### src/rtl/mips_pkg.sv
// Shared MIPS control-bundle definitions for the decode/execute boundary.
// Bit positions, ALUOp encodings and the hard-wired zero register index.
package mips_pkg;

    localparam int CTRL_W = 14;

    localparam int CTRL_REGDST   = 13;
    localparam int CTRL_JUMP     = 12;
    localparam int CTRL_BRANCH   = 11;
    localparam int CTRL_MEMREAD  = 10;
    localparam int CTRL_MEMTOREG = 9;
    localparam int CTRL_ALUOP_HI = 8;
    localparam int CTRL_ALUOP_LO = 7;
    localparam int CTRL_MEMWRITE = 6;
    localparam int CTRL_ALUSRC   = 5;
    localparam int CTRL_REGWRITE = 4;
    localparam int CTRL_JR       = 3;
    localparam int CTRL_REG1     = 2;
    localparam int CTRL_JAL      = 1;
    localparam int CTRL_BNE      = 0;

    localparam logic [1:0] ALU_ADD   = 2'b00;
    localparam logic [1:0] ALU_SUB   = 2'b01;
    localparam logic [1:0] ALU_RTYPE = 2'b10;

    localparam int REG_ZERO = 0;

    typedef logic [CTRL_W-1:0] ctrl_t;

    function automatic logic is_load(input ctrl_t c);
        return c[CTRL_MEMREAD];
    endfunction

endpackage

### src/rtl/load_use_detect.sv
// Load-use dependency check between the load in EX and the reader in ID.
// Purely combinational so the forwarding unit can share it.
module load_use_detect
    import mips_pkg::*;
#(
    parameter int REG_W = 5
) (
    input  logic             ex_mem_read_i,
    input  logic [REG_W-1:0] ex_rt_i,
    input  logic [REG_W-1:0] id_rs_i,
    input  logic [REG_W-1:0] id_rt_i,
    input  logic             id_use_rs_i,
    input  logic             id_use_rt_i,
    output logic             hazard_o
);

    logic rt_live;
    logic rs_hit;
    logic rt_hit;

    // $0 is never really written, so a load to it cannot create a dependency
    assign rt_live  = (ex_rt_i != REG_W'(REG_ZERO));
    assign rs_hit   = id_use_rs_i & (ex_rt_i == id_rs_i);
    assign rt_hit   = id_use_rt_i & (ex_rt_i == id_rt_i);
    assign hazard_o = ex_mem_read_i & rt_live & (rs_hit | rt_hit);

endmodule

### src/rtl/id_ex_hazard_reg.sv
// ID/EX pipeline register with load-use stall, bubble insertion
// and a saturating bubble counter.
module id_ex_hazard_reg
    import mips_pkg::*;
#(
    parameter int DATA_W = 32,
    parameter int REG_W  = 5,
    parameter int CNT_W  = 16
) (
    input  logic              clk,
    input  logic              reset,
    input  logic [CTRL_W-1:0] id_ctrl,
    input  logic              id_use_rs,
    input  logic              id_use_rt,
    input  logic [DATA_W-1:0] id_rs_data,
    input  logic [DATA_W-1:0] id_rt_data,
    input  logic [DATA_W-1:0] id_imm,
    input  logic [DATA_W-1:0] id_pc4,
    input  logic [REG_W-1:0]  id_rs,
    input  logic [REG_W-1:0]  id_rt,
    input  logic [REG_W-1:0]  id_rd,
    input  logic              flush,
    output logic              stall,
    output logic [CTRL_W-1:0] ex_ctrl,
    output logic [DATA_W-1:0] ex_rs_data,
    output logic [DATA_W-1:0] ex_rt_data,
    output logic [DATA_W-1:0] ex_imm,
    output logic [DATA_W-1:0] ex_pc4,
    output logic [REG_W-1:0]  ex_rs,
    output logic [REG_W-1:0]  ex_rt,
    output logic [REG_W-1:0]  ex_rd,
    output logic [CNT_W-1:0]  bubble_cnt
);

    ctrl_t             ctrl_q, ctrl_d;
    logic [DATA_W-1:0] rs_data_q, rt_data_q;
    logic [DATA_W-1:0] imm_q, pc4_q;
    logic [REG_W-1:0]  rs_q, rt_q, rd_q;
    logic [CNT_W-1:0]  cnt_q, cnt_d;
    logic              hazard;
    logic              bubble;

    load_use_detect #(
        .REG_W (REG_W)
    ) u_detect (
        .ex_mem_read_i (is_load(ctrl_q)),
        .ex_rt_i       (rt_q),
        .id_rs_i       (id_rs),
        .id_rt_i       (id_rt),
        .id_use_rs_i   (id_use_rs),
        .id_use_rt_i   (id_use_rt),
        .hazard_o      (hazard)
    );

    assign stall  = hazard & ~reset;
    assign bubble = flush | stall;

    always_comb begin
        ctrl_d = bubble ? '0 : id_ctrl;
        cnt_d  = cnt_q;
        // saturate instead of wrapping so long runs stay meaningful
        if (bubble && (cnt_q != '1)) begin
            cnt_d = cnt_q + 1'b1;
        end
    end

    always_ff @(posedge clk) begin
        if (reset) begin
            ctrl_q    <= '0;
            rs_data_q <= '0;
            rt_data_q <= '0;
            imm_q     <= '0;
            pc4_q     <= '0;
            rs_q      <= '0;
            rt_q      <= '0;
            rd_q      <= '0;
            cnt_q     <= '0;
        end else begin
            ctrl_q    <= ctrl_d;
            rs_data_q <= id_rs_data;
            rt_data_q <= id_rt_data;
            imm_q     <= id_imm;
            pc4_q     <= id_pc4;
            rs_q      <= id_rs;
            rt_q      <= id_rt;
            rd_q      <= id_rd;
            cnt_q     <= cnt_d;
        end
    end

    assign ex_ctrl    = ctrl_q;
    assign ex_rs_data = rs_data_q;
    assign ex_rt_data = rt_data_q;
    assign ex_imm     = imm_q;
    assign ex_pc4     = pc4_q;
    assign ex_rs      = rs_q;
    assign ex_rt      = rt_q;
    assign ex_rd      = rd_q;
    assign bubble_cnt = cnt_q;

endmodule

### config.mk
export PLATFORM = sky130hd
export DESIGN_NAME = id_ex_hazard_reg
export DESIGN_NICKNAME = d
export VERILOG_FILES = /design/src/rtl/mips_pkg.sv /design/src/rtl/load_use_detect.sv /design/src/rtl/id_ex_hazard_reg.sv
export SDC_FILE = /design/constraint.sdc
export NUM_CORES = 1
export LEC_CHECK = 0
export CAP_MARGIN = 30
export CORE_ASPECT_RATIO = 0.5
export CORE_UTILIZATION = 33
export CTS_CLUSTER_SIZE = 20
export DETAILED_ROUTE_END_ITERATION = 12
export PLACE_DENSITY = 0.77
export SYNTH_ARGS = -nofsm -noshare
export SYNTH_HDL_FRONTEND = slang
export SYNTH_SLANG_ARGS = --single-unit
### constraint.sdc
create_clock -name clk -period 2.2 [get_ports clk]
set_clock_uncertainty 0.2 [all_clocks]
set_input_delay 0.44 -clock clk [delete_from_list [all_inputs] [get_ports clk]]
set_output_delay 0.44 -clock clk [all_outputs]
set_load 0.05 [all_outputs]
==> results by group, run 1 <==
Floorplan
  • DIE AREA: about 0.016 sq mm
  • Core area: roughly 0.015 sq mm
  • I/O pins: 336
  • Initial Util: 0.339
  • Rows: 32
  • Chip Width: between 150 and 200 um
  • Die Span Y: around 91 um

Cells and area
  • Final core utilization: 0.639
  • Commonest non-fill, non-tap cells in the layout: clkdlybuf4s50_1 (160), dfxtp_1 (152), nor2b_1 (149)
  • Post-route cell area: between 0.009 and 0.01 sq mm
  • Post-layout nets: roughly 1000
  • Most common cell after layout, fill and taps aside: clkdlybuf4s50_1
  • # diodes: 0
  • Area delta synth->final: 88.5%
  • Post-route non-filler standard cell count: 1039
  • Layout cells sized above 1: 0.168

Clock tree
  • Root buffer cell: clkbuf_16
  • Total CTS buffers: 17
  • CTS tree: built
  • Worst-Skew Late Latency: 0.42 ns
  • Clock sink total: ~170
  • Worst-path clk slew: ~0.070 ns
  • Cts hold-fix bufs: 0
  • Htree depth: 4
  • Bufs on Longest Clock Path: 2

Setup path
  • Worst reg2reg startpoint: ex_rt[3]
  • Reg2reg path depth: 10
  • Crit Path Max Fanout: 3
  • Worst setup SP type: register
  • Flop2flop setup slack: -0.18 ns
  • RR Endpoint: bubble_cnt[3]
  • WP data required: 1.56 ns
  • Kind of critical path: register to output pin
  • CP Data Arrival Time: 1.82 ns
  • Worst Setup End Kind: output pin

Timing
  • Setup TNS: -1.56 ns
  • Tightest Pin Transition: 0.845 ns
  • Setup violators final: 26
  • Max Slew Vio Count: 0
  • Shortest period the worst path allows: 2.46 ns
  • RSZ-0062 raised after global routing: true
  • Final cycle utilization of the critical path: 1.12
  • Slew headroom: 0.437
  • Hold Fails Final Rpt: 0
  • FMAX: 0.406 GHz
  • Worst setup margin: -0.260 ns

Logic synthesis
  • Asr flop ratio synth: 0
  • Synth warnings: 0
  • Seq/Total Area, Yosys: 0.661
  • Top FF cell, synth: dfxtp_1
  • Number of distinct library cells after synthesis: 38
  • Post-synth EDFFs: 0
  • Post-Syn Area: about 0.0052 sq mm
  • Synthesized Nets: 626
  • #FFs+latches synth: between 150 and 200
  • Mean Syn Cell Area: between 10 and 15 sq um
  • Mapped Cells: ~460

Pwr
  • Peak VDD IR: 548 uV
  • PD cells: 767 mW/mm^2
  • LEAKAGE: between 5 and 6 nW

Route
  • Pre-antenna DRT Iters: 4
  • DRC: 0
  • Post-route ant nets: 0
  • Vias: roughly 4400
  • First-iteration detailed-routing DRC count: between 200 and 300
  • Routed wire length: around 16000 um
  • Vias per std cell: roughly 4.2
  • Post-DR wirelength/cell: 15.4 um

Status
  • Failing checks: setup timing
  • Outcome: finished with violations

Min path
  • Worst Hold Path EP: ex_rt[4]
  • Hold depth: 2
  • Tightest Hold Check Type: primary input to register
  • HP Start: id_rt[4]

Place
  • DP Area: ~0.0089 sq mm
  • HPWL Detailed: about 11000 um
  • IO buf count: 335
  • RePlAce Congestion: 0.847
  • Dpl cells: approximately 1000

Flow run
  • Max Cap Viol: 0

Global routing
  • Initial antenna violation count: 0
  • Via count of the first global-routing pass: about 4400
  • Largest net degree at the start of global routing: approximately 170
  • Total gr overflow: 0
  • Global-route wire length before repair: 23700 um
  • Overall Global Routing Usage: 0.188
==> worst max path at each step <==
stage | end | slack, ns | start
after floorplan | bubble_cnt[6] | -0.06 | bubble_cnt[7]
after global placement | ex_ctrl[0] | -0.45 | id_rs[4]
after detailed placement | ex_ctrl[7] | -0.50 | id_rs[0]
after CTS | stall | -0.27 | ex_rt[3]
after global routing | stall | -0.34 | ex_rt[2]
final | stall | -0.26 | ex_rt[3]
==> flip-flops by register name, summed over array words and instances (netlist names) <==
signal / flops
ex_imm: 32
ex_pc4: 32
ex_rs_data: 32
ex_rt_data: 32
bubble_cnt: 16
ex_ctrl: 14
ex_rd: 5
ex_rs: 5
ex_rt: 5
==> through the flow <==
step                setup slack (ns)  hold WS (ns)  total power, mW
floorplan                    -0.0597         0.359             4.11
global placement              -0.447         0.287             4.74
detailed placement            -0.497         0.295             4.75
CTS                           -0.265         0.195             7.65
global route                  -0.340         0.215             7.87
finish                        -0.260         0.216             7.58
==> synth_stat cells, types with 2 or more instances <==
cell,instances,area share
or4_1,2,0.0029
nor2_1,14,0.010
nor2b_1,149,0.18
o21a_1,2,0.0029
mux2_2,4,0.0086
or3_1,3,0.0036
and2_1,14,0.017
nor4_1,3,0.0036
nand3_1,7,0.0067
nor3_1,5,0.0048
o21ai_0,6,0.0057
dfxtp_1,173,0.66
xnor2_1,12,0.020
a21oi_1,8,0.0076
o21ai_1,2,0.0019
inv_1,4,0.0029
and3_1,2,0.0024
clkbuf_1,19,0.014
nand2_1,8,0.0057
nand4_1,8,0.0095
==> metal layers <==
layer	wire, um	GRT usage
met4	247	0.0641
met2	8360	0.339
met5	0	0
met1	6600	0.210
met3	783	0.0582
==> layout make-up <==
cell class / instances / area [sq um]
Clock inverter: 15 / 144
Fill cell: 1215 / 5570
Clock buffer: 17 / 425
Inverter: 4 / 15.0
Multi-Input combinational cell: 265 / 1870
Sequential cell: 173 / 3520
Timing Repair Buffer: 361 / 3650
Tap cell: 204 / 255
==> power by group <==
group	total (mW)	switching (mW)	internal (mW)	leakage [nW]
clock network	2.92	1.41	1.51	0.280
registers	3.31	0.0422	3.27	1.45
logic	1.35	0.782	0.570	3.34
total	7.58	2.23	5.35	5.07
==> cell families after synthesis <==
family | synth area share
and+or+nand+nor | 0.257
DFF | 0.661
buffers and inverters | 0.0189
AOI/OAI and AO/OA | 0.0279
xor gates and xnor gates | 0.0217
muxes | 0.0115
adders and majority gates | 0.00239
==> timing repair <==
| action | CTS | global route |
|---|---|---|
| setup endpoints to repair | 85 | 104 |
| pin swaps | 8 | 19 |
| endpoints found under the hold margin | 0 | 0 |
| gates resized for setup | 92 | 99 |
| buffers inserted | 4 | 8 |
==> worst max-delay path, cell delays in order, from the launching register on <==
cell	delay (ns)
dfxtp_2	0.33
buf_6	0.13
xnor2_2	0.14
nand4_1	0.15
o22a_1	0.23
buf_6	0.14
nor2_4	0.13
buf_12	0.15
Power figures use the tool's default switching activity.
==> run 2: changes to the inputs <==
HOLD_SLACK_MARGIN = 0.1   (was not set)
==> results of run 2 <==
Final layout, timing and power as in run 1 (identical DEF).
==> run 3: changes to the inputs <==
CORE_UTILIZATION = 36   (was 33)
HOLD_SLACK_MARGIN = 0.12   (was 0.1)
PLACE_DENSITY = 0.8   (was 0.77)
SKIP_CTS_REPAIR_TIMING = 1   (was not set)
clock period = 2.8 ns   (was 2.2 ns; I/O delays follow)
==> run 3 against run 2 <==
Die area down 8.2%. Non-clock buffer count decreased by 18. Clock power is 19% lower. The flow now finishes without violations. Total power decreased by 20%. Via count shrank 2.0%. Sequential power shrank 21%. Register-to-register slack gained 0.51 ns. First-iteration DRC count fell by 27%.
==> results by group, run 3 (same netlist as run 1, synthesis figures left out) <==
Status
  • Outcome: finished, final reports clean

Place
  • RePlAce Congestion: 0.825 (-2.6%)
  • HPWL Detailed: 11700 um (+1.7%)
  • IO buf count: 335 (unchanged)
  • Dpl cells: 977 (-1.9%)
  • DP Area: 0.00883 sq mm (-1.1%)

Clock tree
  • Bufs on Longest Clock Path: 2 (unchanged)
  • Root buffer cell: clkbuf_16
  • Clock sink total: 173 (unchanged)
  • CTS tree: built
  • Worst-path clk slew: 0.06 ns (about the same)
  • Worst-Skew Late Latency: 0.41 ns (about the same)
  • Htree depth: 4 (unchanged)
  • Total CTS buffers: 17 (unchanged)

Pwr
  • Internal: 4.41 mW (-18%)
  • Clk pwr share: 0.391 (+0.006)
  • Sw frac: 0.269 (-0.0252)
  • Seq pwr share: 0.434 (-0.003)
  • PD cells: 640 mW/mm^2 (-17%)
  • Switching power: 1.63 mW (-27%)
  • Peak VDD IR: 447 uV (-18%)
  • LEAKAGE: 3.59 nW (-29%)
  • Combinational Power Share: 0.175 (-0.003)
  • Power, Total: 6.04 mW (-20%)

Setup path
  • Worst Setup End Kind: output pin
  • Crit Path Max Fanout: 4 (+1)
  • Worst setup SP type: primary input
  • WP data required: 2.04 ns (+0.48 ns)
  • CP Data Arrival Time: 1.96 ns (+0.14 ns)
  • Kind of critical path: primary input to output pin
  • Flop2flop setup slack: 0.33 ns (+0.51 ns)

Route
  • Post-route ant nets: 0 (unchanged)
  • Pre-antenna DRT Iters: 4 (unchanged)
  • Post-DR wirelength/cell: 15.1 um (-1.6%)
  • Routed wire length: 15300 um (-4.4%)
  • Vias: 4314 (-2.0%)
  • DRC: 0 (unchanged)
  • First-iteration detailed-routing DRC count: 186 (-27%)
  • Vias per std cell: 4.28 (+0.87%)

Global routing
  • Overall Global Routing Usage: 0.201 (+0.0132)
  • Via count of the first global-routing pass: 4360 (-0.77%)
  • Global-route wire length before repair: 23100 um (-2.4%)
  • Initial antenna violation count: 0 (unchanged)
  • Largest net degree at the start of global routing: 168 (unchanged)
  • Total gr overflow: 0 (unchanged)

Floorplan
  • Initial Util: 0.377 (+0.0383)
  • DIE AREA: 0.0151 sq mm (-8.2%)
  • Rows: 30 (-6.3%)
  • Core area: 0.0139 sq mm (-10%)
  • Chip Width: 173 um (-4.2%)
  • I/O pins: 336 (unchanged)
  • Die Span Y: 87.3 um (-4.2%)

Cells and area
  • Commonest non-fill, non-tap cells in the layout: clkdlybuf4s50_1 (333), dfxtp_1 (173), nor2b_1 (149)
  • Area delta synth->final: 80.1%
  • Reg area: 0.00346 sq mm (-1.7%)
  • Post-route non-filler standard cell count: 1009 (-2.9%)
  • Post-layout nets: 967 (-1.8%)
  • Multi-input logic area: 0.00169 sq mm (-9.8%)
  • Most common cell after layout, fill and taps aside: clkdlybuf4s50_1
  • Layout fillers: 1051 (-13%)
  • # diodes: 0 (unchanged)
  • Post-route cell area: 0.00944 sq mm (-4.5%)
  • Layout cells sized above 1: 0.0636 (-0.104)

Timing
  • Max Slew Vio Count: 0 (unchanged)
  • Hold Fails Final Rpt: 0 (unchanged)
  • Final cycle utilization of the critical path: 0.972
  • Slew headroom: 0.539 (+0.103)
  • FMAX: about 0.37 GHz
  • RSZ-0062 raised after global routing: false
  • Shortest period the worst path allows: 2.72 ns
  • Tightest Pin Transition: 0.691 ns (-0.154 ns)
  • Hold slack: 0.328 ns (+0.112 ns)
  • Setup violators final: 0 (-100%)

Flow run
  • Max Cap Viol: 0 (unchanged)

Min path
  • Tightest Hold Check Type: register to register
run 3: worst max-delay path, stage by stage:
cell and delay (ns):
clkdlybuf4s50_1 0.50, xnor2_1 0.14, nand4_1 0.14, o22a_2 0.31, nor2_4 0.15, buf_12 0.15
run 3: routing by layer:
layer,global-route usage,vias up,share of wire
li1,-,2160,-
met1,0.229,2017,0.40
met2,0.372,123,0.54
met3,0.0484,14,0.043
met4,0.0722,0,0.013
met5,0,-,0
run 3: final cells by class:
type | instances | area share
sequential | 173 | 0.367
clock buffer | 20 | 0.0473
inverter | 4 | 0.00159
clock inverter | 12 | 0.0162
multi-input combinational | 265 | 0.179
tap | 192 | 0.0255
timing repair buffer | 343 | 0.364
run 3: metrics by stage:
step / worst slack (ns) / util / TNS [ns]
CTS: -0.0500 / 0.679 / -0.0500
floorplan: 0.0211 / - / 0
global placement: -0.00630 / 0.636 / -0.00630
finish: 0.0780 / 0.680 / 0
detailed placement: -0.0414 / 0.636 / -0.310
global route: 0.00707 / 0.680 / 0
run 3: path summary, 6_finish.rpt:
path,from,end,depth (start not counted)
max,id_rt[1],stall,6
min,bubble_cnt[1],bubble_cnt[1],2
max reg2reg,ex_rt[0],ex_ctrl[9],5
min reg2reg,bubble_cnt[1],bubble_cnt[1],2
run 3: power by group through the flow:
stage                     registers [mW]  logic (mW)  clock network, mW
after floorplan                     3.10       0.138                  0
after global placement              2.67        1.05                  0
after detailed placement            2.68        1.06                  0
after CTS                           2.62        1.06               2.43
after global routing                2.63        1.10               2.56
final                               2.62        1.06               2.36
